`src/rtl/lcd_timing_gen_if.sv`:
```
// lcd_timing_gen_if: image window position in, image memory address out.
// master = timing generator, slave = image memory / pixel mux.
interface lcd_timing_gen_if #(
  parameter int CNT_W  = 11,
  parameter int ADDR_W = 16
);
  logic [CNT_W-1:0]  img_x;
  logic [CNT_W-1:0]  img_y;
  logic              img_ack;
  logic [ADDR_W-1:0] addr;

  modport master (
    input  img_x,
    input  img_y,
    output img_ack,
    output addr
  );

  modport slave (
    output img_x,
    output img_y,
    input  img_ack,
    input  addr
  );
endinterface

```
`src/rtl/lcd_timing_gen.sv`:
```
// lcd_timing_gen: parametrised LCD raster timing with an image window.
// Optional colour-bar generator enabled by LCD_TEST_PATTERN_EN.
module lcd_timing_gen #(
  parameter int H_ACTIVE = 800,
  parameter int H_FP     = 40,
  parameter int H_SYNC   = 128,
  parameter int H_BP     = 88,
  parameter int V_ACTIVE = 480,
  parameter int V_FP     = 13,
  parameter int V_SYNC   = 3,
  parameter int V_BP     = 32,
  parameter bit HS_POL   = 1'b0,
  parameter bit VS_POL   = 1'b0,
  parameter int IMG_W    = 100,
  parameter int IMG_H    = 100,
  parameter int CNT_W    = 11,
  parameter int ADDR_W   = 16
) (
  input  logic             clk,
  input  logic             rest_n,
  lcd_timing_gen_if.master img,
  output logic             lcd_clk,
  output logic             lcd_pwm,
  output logic             lcd_hsync,
  output logic             lcd_vsync,
  output logic             lcd_de,
  output logic [CNT_W-1:0] pix_x,
  output logic [CNT_W-1:0] pix_y,
  output logic             frame_start,
`ifdef LCD_TEST_PATTERN_EN
  input  logic             pat_en,
  output logic [15:0]      pat_rgb,
`endif
  output logic             line_start
);

  localparam int H_TOTAL = H_SYNC + H_BP + H_ACTIVE + H_FP;
  localparam int V_TOTAL = V_SYNC + V_BP + V_ACTIVE + V_FP;
  localparam int H_START = H_SYNC + H_BP;
  localparam int V_START = V_SYNC + V_BP;

  localparam logic [CNT_W-1:0] H_LAST  = CNT_W'(H_TOTAL - 1);
  localparam logic [CNT_W-1:0] V_LAST  = CNT_W'(V_TOTAL - 1);
  localparam logic [CNT_W-1:0] HS_END  = CNT_W'(H_SYNC);
  localparam logic [CNT_W-1:0] VS_END  = CNT_W'(V_SYNC);
  localparam logic [CNT_W-1:0] HA_BEG  = CNT_W'(H_START);
  localparam logic [CNT_W-1:0] HA_END  = CNT_W'(H_START + H_ACTIVE);
  localparam logic [CNT_W-1:0] HA_LAST = CNT_W'(H_START + H_ACTIVE - 1);
  localparam logic [CNT_W-1:0] VA_BEG  = CNT_W'(V_START);
  localparam logic [CNT_W-1:0] VA_END  = CNT_W'(V_START + V_ACTIVE);

  localparam logic [CNT_W:0]    IMG_W_E  = (CNT_W+1)'(IMG_W);
  localparam logic [CNT_W:0]    IMG_H_E  = (CNT_W+1)'(IMG_H);
  localparam logic [ADDR_W-1:0] ROW_STEP = ADDR_W'(IMG_W);

  localparam longint IMG_WORDS = longint'(IMG_W) * longint'(IMG_H);
  localparam longint ADDR_SPAN = longint'(1) << ADDR_W;

  logic [CNT_W-1:0]  h_cnt;
  logic [CNT_W-1:0]  v_cnt;
  logic [CNT_W-1:0]  sx;
  logic [CNT_W-1:0]  sy;
  logic [ADDR_W-1:0] row_base;

  logic              sof;
  logic              h_act;
  logic              v_act;
  logic              de_d;
  logic [CNT_W-1:0]  hx;
  logic [CNT_W-1:0]  vy;
  logic              row_in;
  logic              col_in;
  logic              ack_d;
  logic              eol;
  logic [ADDR_W-1:0] addr_d;

  assign lcd_clk = clk & rest_n;

  // Address space must hold the whole window image.
  a_cfg_addr: assert property (@(posedge clk) IMG_WORDS <= ADDR_SPAN);

  // Raster position counters; vertical steps on each line wrap.
  always_ff @(posedge clk) begin
    if (!rest_n) begin
      h_cnt <= '0;
      v_cnt <= '0;
    end else if (h_cnt == H_LAST) begin
      h_cnt <= '0;
      v_cnt <= (v_cnt == V_LAST) ? '0 : v_cnt + CNT_W'(1);
    end else begin
      h_cnt <= h_cnt + CNT_W'(1);
    end
  end

  // Decode the current counter position into next-cycle outputs.
  always_comb begin
    sof    = (h_cnt == '0) && (v_cnt == '0);
    h_act  = (h_cnt >= HA_BEG) && (h_cnt < HA_END);
    v_act  = (v_cnt >= VA_BEG) && (v_cnt < VA_END);
    de_d   = h_act && v_act;
    hx     = h_cnt - HA_BEG;
    vy     = v_cnt - VA_BEG;
    row_in = v_act
          && ({1'b0, vy} >= {1'b0, sy})
          && ({1'b0, vy} <  {1'b0, sy} + IMG_H_E);
    col_in = h_act
          && ({1'b0, hx} >= {1'b0, sx})
          && ({1'b0, hx} <  {1'b0, sx} + IMG_W_E);
    ack_d  = row_in && col_in;
`ifdef LCD_TEST_PATTERN_EN
    if (pat_en) ack_d = 1'b0;
`endif
    eol    = (h_cnt == HA_LAST) && row_in;
    addr_d = ack_d ? row_base + ADDR_W'(hx - sx) : '0;
  end

  // Window shadow latched once per frame; row base walks window rows.
  always_ff @(posedge clk) begin
    if (!rest_n) begin
      sx       <= '0;
      sy       <= '0;
      row_base <= '0;
    end else if (sof) begin
      sx       <= img.img_x;
      sy       <= img.img_y;
      row_base <= '0;
    end else if (eol) begin
      row_base <= row_base + ROW_STEP;
    end
  end

`ifdef LCD_TEST_PATTERN_EN
  localparam int BAR_W = (H_ACTIVE / 8 > 0) ? H_ACTIVE / 8 : 1;

  logic [2:0]  bar;
  logic [15:0] rgb_d;

  // Colour bar index from the active-area x position.
  always_comb begin
    bar   = '0;
    rgb_d = '0;
    for (int k = 1; k < 8; k++)
      if (hx >= CNT_W'(k * BAR_W)) bar = 3'(k);
    unique case (bar)
      3'd0: rgb_d = 16'hFFFF;
      3'd1: rgb_d = 16'hFFE0;
      3'd2: rgb_d = 16'h07FF;
      3'd3: rgb_d = 16'h07E0;
      3'd4: rgb_d = 16'hF81F;
      3'd5: rgb_d = 16'hF800;
      3'd6: rgb_d = 16'h001F;
      3'd7: rgb_d = 16'h0000;
    endcase
    if (!(de_d && pat_en)) rgb_d = '0;
  end

  // Pattern output registered alongside lcd_de.
  always_ff @(posedge clk) begin
    if (!rest_n) pat_rgb <= '0;
    else         pat_rgb <= rgb_d;
  end
`endif

  // Registered panel and image outputs, one cycle behind the counters.
  always_ff @(posedge clk) begin
    if (!rest_n) begin
      lcd_pwm     <= 1'b0;
      lcd_hsync   <= ~HS_POL;
      lcd_vsync   <= ~VS_POL;
      lcd_de      <= 1'b0;
      pix_x       <= '0;
      pix_y       <= '0;
      frame_start <= 1'b0;
      line_start  <= 1'b0;
      img.img_ack <= 1'b0;
      img.addr    <= '0;
    end else begin
      lcd_pwm     <= 1'b1;
      lcd_hsync   <= (h_cnt < HS_END) ? HS_POL : ~HS_POL;
      lcd_vsync   <= (v_cnt < VS_END) ? VS_POL : ~VS_POL;
      lcd_de      <= de_d;
      pix_x       <= de_d ? hx : '0;
      pix_y       <= de_d ? vy : '0;
      frame_start <= sof;
      line_start  <= (h_cnt == '0);
      img.img_ack <= ack_d;
      img.addr    <= addr_d;
    end
  end

endmodule
```
`src/flat_wrapper.sv`:
```
// flat-port wrapper written by rule: the top's interface ports become plain ports
module lcd_timing_gen_flat 
#(
  parameter int H_ACTIVE = 800,
  parameter int H_FP     = 40,
  parameter int H_SYNC   = 128,
  parameter int H_BP     = 88,
  parameter int V_ACTIVE = 480,
  parameter int V_FP     = 13,
  parameter int V_SYNC   = 3,
  parameter int V_BP     = 32,
  parameter bit HS_POL   = 1'b0,
  parameter bit VS_POL   = 1'b0,
  parameter int IMG_W    = 100,
  parameter int IMG_H    = 100,
  parameter int CNT_W    = 11,
  parameter int ADDR_W   = 16
)
  (clk, rest_n, lcd_clk, lcd_pwm, lcd_hsync, lcd_vsync, lcd_de, pix_x, pix_y, frame_start, line_start, img_img_x, img_img_y, img_img_ack, img_addr);
  lcd_timing_gen_if #(.CNT_W(CNT_W), .ADDR_W(ADDR_W)) img_i ();
  input  logic clk;
  input  logic rest_n;
  output logic lcd_clk;
  output logic lcd_pwm;
  output logic lcd_hsync;
  output logic lcd_vsync;
  output logic lcd_de;
  output logic [CNT_W-1:0] pix_x;
  output logic [CNT_W-1:0] pix_y;
  output logic frame_start;
  output logic line_start;
  input wire logic [$bits(img_i.img_x)-1:0] img_img_x;
  input wire logic [$bits(img_i.img_y)-1:0] img_img_y;
  output wire logic [$bits(img_i.img_ack)-1:0] img_img_ack;
  output wire logic [$bits(img_i.addr)-1:0] img_addr;
  assign img_i.img_x = img_img_x;
  assign img_i.img_y = img_img_y;
  assign img_img_ack = img_i.img_ack;
  assign img_addr = img_i.addr;
  lcd_timing_gen #(.H_ACTIVE(H_ACTIVE), .H_FP(H_FP), .H_SYNC(H_SYNC), .H_BP(H_BP), .V_ACTIVE(V_ACTIVE), .V_FP(V_FP), .V_SYNC(V_SYNC), .V_BP(V_BP), .HS_POL(HS_POL), .VS_POL(VS_POL), .IMG_W(IMG_W), .IMG_H(IMG_H), .CNT_W(CNT_W), .ADDR_W(ADDR_W)) u_core (.clk(clk), .rest_n(rest_n), .img(img_i), .lcd_clk(lcd_clk), .lcd_pwm(lcd_pwm), .lcd_hsync(lcd_hsync), .lcd_vsync(lcd_vsync), .lcd_de(lcd_de), .pix_x(pix_x), .pix_y(pix_y), .frame_start(frame_start), .line_start(line_start));
endmodule
```
`config.mk`:
```
export PLATFORM = sky130hd
export DESIGN_NAME = lcd_timing_gen_flat
export DESIGN_NICKNAME = d
export VERILOG_FILES = /design/src/rtl/lcd_timing_gen_if.sv /design/src/rtl/lcd_timing_gen.sv /design/src/flat_wrapper.sv
export SDC_FILE = /design/constraint.sdc
export NUM_CORES = 1
export LEC_CHECK = 0
export ABC_AREA = 1
export CORE_ASPECT_RATIO = 1.25
export CORE_MARGIN = 1.5
export CORE_UTILIZATION = 57
export CTS_CLUSTER_DIAMETER = 80
export CTS_CLUSTER_SIZE = 30
export DETAILED_ROUTE_END_ITERATION = 10
export GPL_TIMING_DRIVEN = 0
export PLACE_DENSITY = 0.79
export SLEW_MARGIN = 5
export SYNTH_ARGS = -nofsm -noshare
export SYNTH_HDL_FRONTEND = slang
export SYNTH_SLANG_ARGS = --single-unit
```
`constraint.sdc`:
```
create_clock -name clk -period 4.2 [get_ports clk]
set_input_delay 0.84 -clock clk [delete_from_list [all_inputs] [get_ports clk]]
set_output_delay 0.84 -clock clk [all_outputs]
set_load 0.05 [all_outputs]
```
==> results.md <==
Synth:
- The main combinational cell family by area after synthesis is simple AND/OR/NAND/NOR gates.
- Synthesis produced a netlist whose cell count is roughly 900.
- The fraction of the mapped netlist area in compound gates is 9.565%.
- The number of nets in the synthesized netlist is 999.
- Summing the areas of all xor and xnor instances in the mapped netlist gives slightly above 6% of the synthesized area.
- In this run, synthesis produced a sequential element count of 103.
- The yosys synthesis warning count is 0.
- Averaged over all synthesized cells, the footprint is 7.007 sq um.
- The number of distinct standard cells referenced by the synthesized netlist is 41.
- The adder and majority cell fraction of the synthesized area is 12.78%.
- The portion of netlist area occupied by mux cells is 0%.
- The proportion of synthesized chip area in sequential cells is between 30% and 40%.
- The simple logic cell fraction of the synthesized area is 29.40%.
- The cell area after synthesis is 0.006384 sq mm.

Detailed routing:
- In this run the remaining antenna-violating nets after routing total 0.
- The residual DRC count is 0.
- After detailed routing, the average wire length per cell comes to 12.95 um.
- Before antenna repair, the detailed router went through 5 iterations.
- The routed layout has 5896 vias.
- The number of violations reported at the end of detailed-routing iteration 0 is approximately 260.
- The final wirelength is 14680 um.
- Dividing the detail-routed via count by the number of cells gives 5.199.

Floorplanning:
- The overall die area is 0.01185 sq mm.
- The die span in y is 121.3 um.
- The number of placement rows is 43.
- The count of boundary I/O pins is 70.
- The core outline area is 0.01103 sq mm.
- The floorplan step set the die width to between 90 and 100 um.
- The effective utilization at floorplan is between 50% and 60%.

Timing:
- Between clock sinks in the finished design, the worst skew comes to 0.008556 ns.
- The worst pin sits at a relative slew slack of 59.66%.
- The slew at the pin with the worst max-slew slack is 0.5996 ns.
- The max-slew violation count is 0.
- The setup TNS is 0 ns.
- Setup violations remaining at the end of the flow were counted as 0.
- The number of hold-slack violations in the final timing report is 0.
- The tightest hold margin is 0.4501 ns.
- Setup repair after global routing left no endpoint under its margin.

Power:
- The power density over the cells is 322.1 mW/mm^2.
- In this run, flip-flops and latches consume between 40% and 50% of the power.
- The power share of the combinational group is 16.5%.
- For this design the static power due to leakage is 3.535 nW.
- The internal cell power is roughly 1.8 mW.
- The switching part of the total power is 28.36%.
- The share of total power dissipated in the clock network is 41.7%.
- The net switching power of the design is 0.6956 mW.
- Across the VDD grid, the largest voltage drop is about 0.00035 V.

Worst hold path:
- The path class of the tightest hold or removal check is flop to flop.
- The startpoint identified for the worst hold timing path is u_core.h_cnt[0]$_SDFF_PP0_.

Run status:
- The flow ran to the end, and the final reports show no timing, DRC or antenna violations.

Finish:
- After filler insertion, the fill cell instance count of the layout stands at ~960.
- After routing the design area is 0.007617 sq mm.
- 0 antenna diodes ended up in the layout.
- The synthesis-to-finish area growth is 19.33%.
- For this run, the post-layout net count is 1082.
- For this run, the number of standard cells in the final layout without fillers is 1134.
- The proportion of layout cells with a drive suffix above 1 is 5.405%.

Place:
- The placed wire-length estimate is 11340 um.
- The placed instance area is 0.007243 sq mm.
- The count of placed standard cells including taps is ~1100.
- The number of buffer cells added on primary ports is 69.
- Routability-driven placement finished with a final weighted congestion of 0.9194.

CTS:
- The number of hold buffers added after cts is 0.
- TritonCTS built the clock tree.
- Gates resized during post-CTS repair numbered 0.
- The clock latency at the later pin of the worst-skew pair is 0.47 ns.
- The number of setup buffers added after CTS is 0.
- The clock input transition at the sequential cells of the worst setup and hold paths is 0.07 ns.

Global route:
- Entering global routing, the biggest net connects 18 pins.
- The number of global-route vias before repair is between 5000 and 6000.
- The total routing usage reported by global routing is 25.26%.
- The overall overflow remaining after global route is 0.
- The number of antenna violations at the first check in global routing came to 0.
- The first global-routing pass estimated 23980 um of wire.

Critical path:
- The critical path launch point type is a clock port.
- The data required time of the critical path is 3.36 ns.
- The arrival time of data at the critical path endpoint is 3.13 ns.
- The kind of critical path is clock port to output port.
- The critical path starts at clk.
- The start of the worst register-to-register path is u_core.h_cnt[4]$_SDFF_PP0_.
- The maximum fanout count along the critical path is 2.
- The endpoint class of the critical path is an output port.

Flow run:
- The count of max-cap constraint violations is 0.
power by group through the flow:
stage,clock network (mW),logic (mW),registers [mW]
after floorplan,0.0233,0.288,1.05
final,1.02,0.405,1.02
after global placement,0.0328,0.395,1.05
after CTS,1.04,0.406,1.02
after detailed placement,0.0328,0.400,1.05
after global routing,1.08,0.465,1.03
Yosys cell counts, drive strengths merged:
cell type  instances  share of area (%)
fa                 2               0.63
buf               10                1.1
o31ai              1               0.12
or4                1               0.12
a22o               2               0.27
a31oi              3               0.29
o21a               1               0.12
clkbuf             4               0.25
a21oi             52                4.1
or2                3               0.29
xnor2              9                1.2
o21ai             42                3.3
o22ai              1              0.098
o211ai             1               0.12
dfxtp            103                 32
nand2            201                 12
a21o               2               0.24
nor4               2               0.20
nand3b             3               0.35
ha                62                 12
nor3b              4               0.47
inv              144                8.5
o21bai             5               0.59
nand3             45                3.8
nand4             17                1.7
nor2             134                8.9
xor2              36                4.9
nor3              18                1.6
a21boi             3               0.35
path summary, 6_finish.rpt:
| path | to | slack, ns | cells after the start |
|---|---|---|---|
| max | lcd_clk | 0.23 | 5 |
| min | u_core.h_cnt[0]$_SDFF_PP0_ | 0.45 | 1 |
| max reg2reg | u_core.img.addr[15]$_SDFF_PN0_ | 0.45 | 20 |
| min reg2reg | u_core.h_cnt[0]$_SDFF_PP0_ | 0.45 | 1 |
cell usage in the layout (no fill, tap or decap), types with 3 or more instances in the layout:
cell                              instances
sky130_fd_sc_hd__a21boi_0                 3
sky130_fd_sc_hd__a21oi_1                 52
sky130_fd_sc_hd__a31oi_1                  3
sky130_fd_sc_hd__buf_2                    6
sky130_fd_sc_hd__clkbuf_1                 4
sky130_fd_sc_hd__clkbuf_16               12
sky130_fd_sc_hd__clkdlybuf4s50_1         69
sky130_fd_sc_hd__clkinvlp_4               3
sky130_fd_sc_hd__dfxtp_1                103
sky130_fd_sc_hd__ha_1                    62
sky130_fd_sc_hd__inv_1                  142
sky130_fd_sc_hd__nand2_1                199
sky130_fd_sc_hd__nand3_1                 43
sky130_fd_sc_hd__nand3b_1                 3
sky130_fd_sc_hd__nand4_1                 17
sky130_fd_sc_hd__nor2_1                 119
sky130_fd_sc_hd__nor2_2                   9
sky130_fd_sc_hd__nor2_4                   6
sky130_fd_sc_hd__nor3_1                  17
sky130_fd_sc_hd__nor3b_1                  4
sky130_fd_sc_hd__o21ai_0                 41
sky130_fd_sc_hd__o21bai_1                 5
sky130_fd_sc_hd__or2_2                    3
sky130_fd_sc_hd__xnor2_1                  9
sky130_fd_sc_hd__xor2_1                  36
state kept, by name, indices dropped and copies added (netlist names), 11 cells and up:
register	count
u_core.v_cnt	11
u_core.sy	11
u_core.pix_y	11
u_core.sx	11
u_core.row_base	14
u_core.img.addr	16
u_core.pix_x	11
u_core.h_cnt	11
through the flow:
step                power, mW  util [%]  setup WS [ns]
finish                  2.453     69.06         0.2287
global route            2.576     69.06        0.03297
CTS                     2.468     69.06         0.2185
detailed placement      1.480     65.67         0.4742
global placement        1.473     65.67         0.5014
floorplan               1.365         -         0.9950
critical path: stages:
cell and delay, ns:
sky130_fd_sc_hd__clkbuf_16 0.12, sky130_fd_sc_hd__clkbuf_16 0.13, sky130_fd_sc_hd__nand2_1 0.05, sky130_fd_sc_hd__inv_1 0.04
sky130_fd_sc_hd__clkdlybuf4s50_1 0.69
final cells by class:
cell class | instances | area, sq um | share of cell area (%)
multi-input combinational | 650 | 3697 | 48.54
sequential | 103 | 2062 | 27.07
timing repair buffer | 68 | 680.7 | 8.936
inverter | 143 | 536.8 | 7.047
clock buffer | 14 | 314.1 | 4.123
tap | 135 | 168.9 | 2.217
buffer | 14 | 83.83 | 1.101
clock inverter | 7 | 73.82 | 0.9691
metal layers:
| layer | vias up | GRT usage, % | wire (um) |
|---|---|---|---|
| li1 | 3073 | - | - |
| met3 | 29 | 4.954 | 584 |
| met5 | - | 0 | 0 |
| met1 | 2672 | 29.76 | 6331 |
| met2 | 122 | 44.79 | 7390 |
| met4 | 0 | 10.45 | 375 |
logic make-up (layout without fill, tap and decap cells):
logic type	Yosys count	count (layout)
XOR/XNOR	45	45
flip-flops	103	103
buffers and inverters	158	246
adder cells (fa/ha/maj)	64	64
AO/OA/AOI/OAI	113	113
AND/OR/NAND/NOR	428	428
Power figures use the tool's default switching activity.
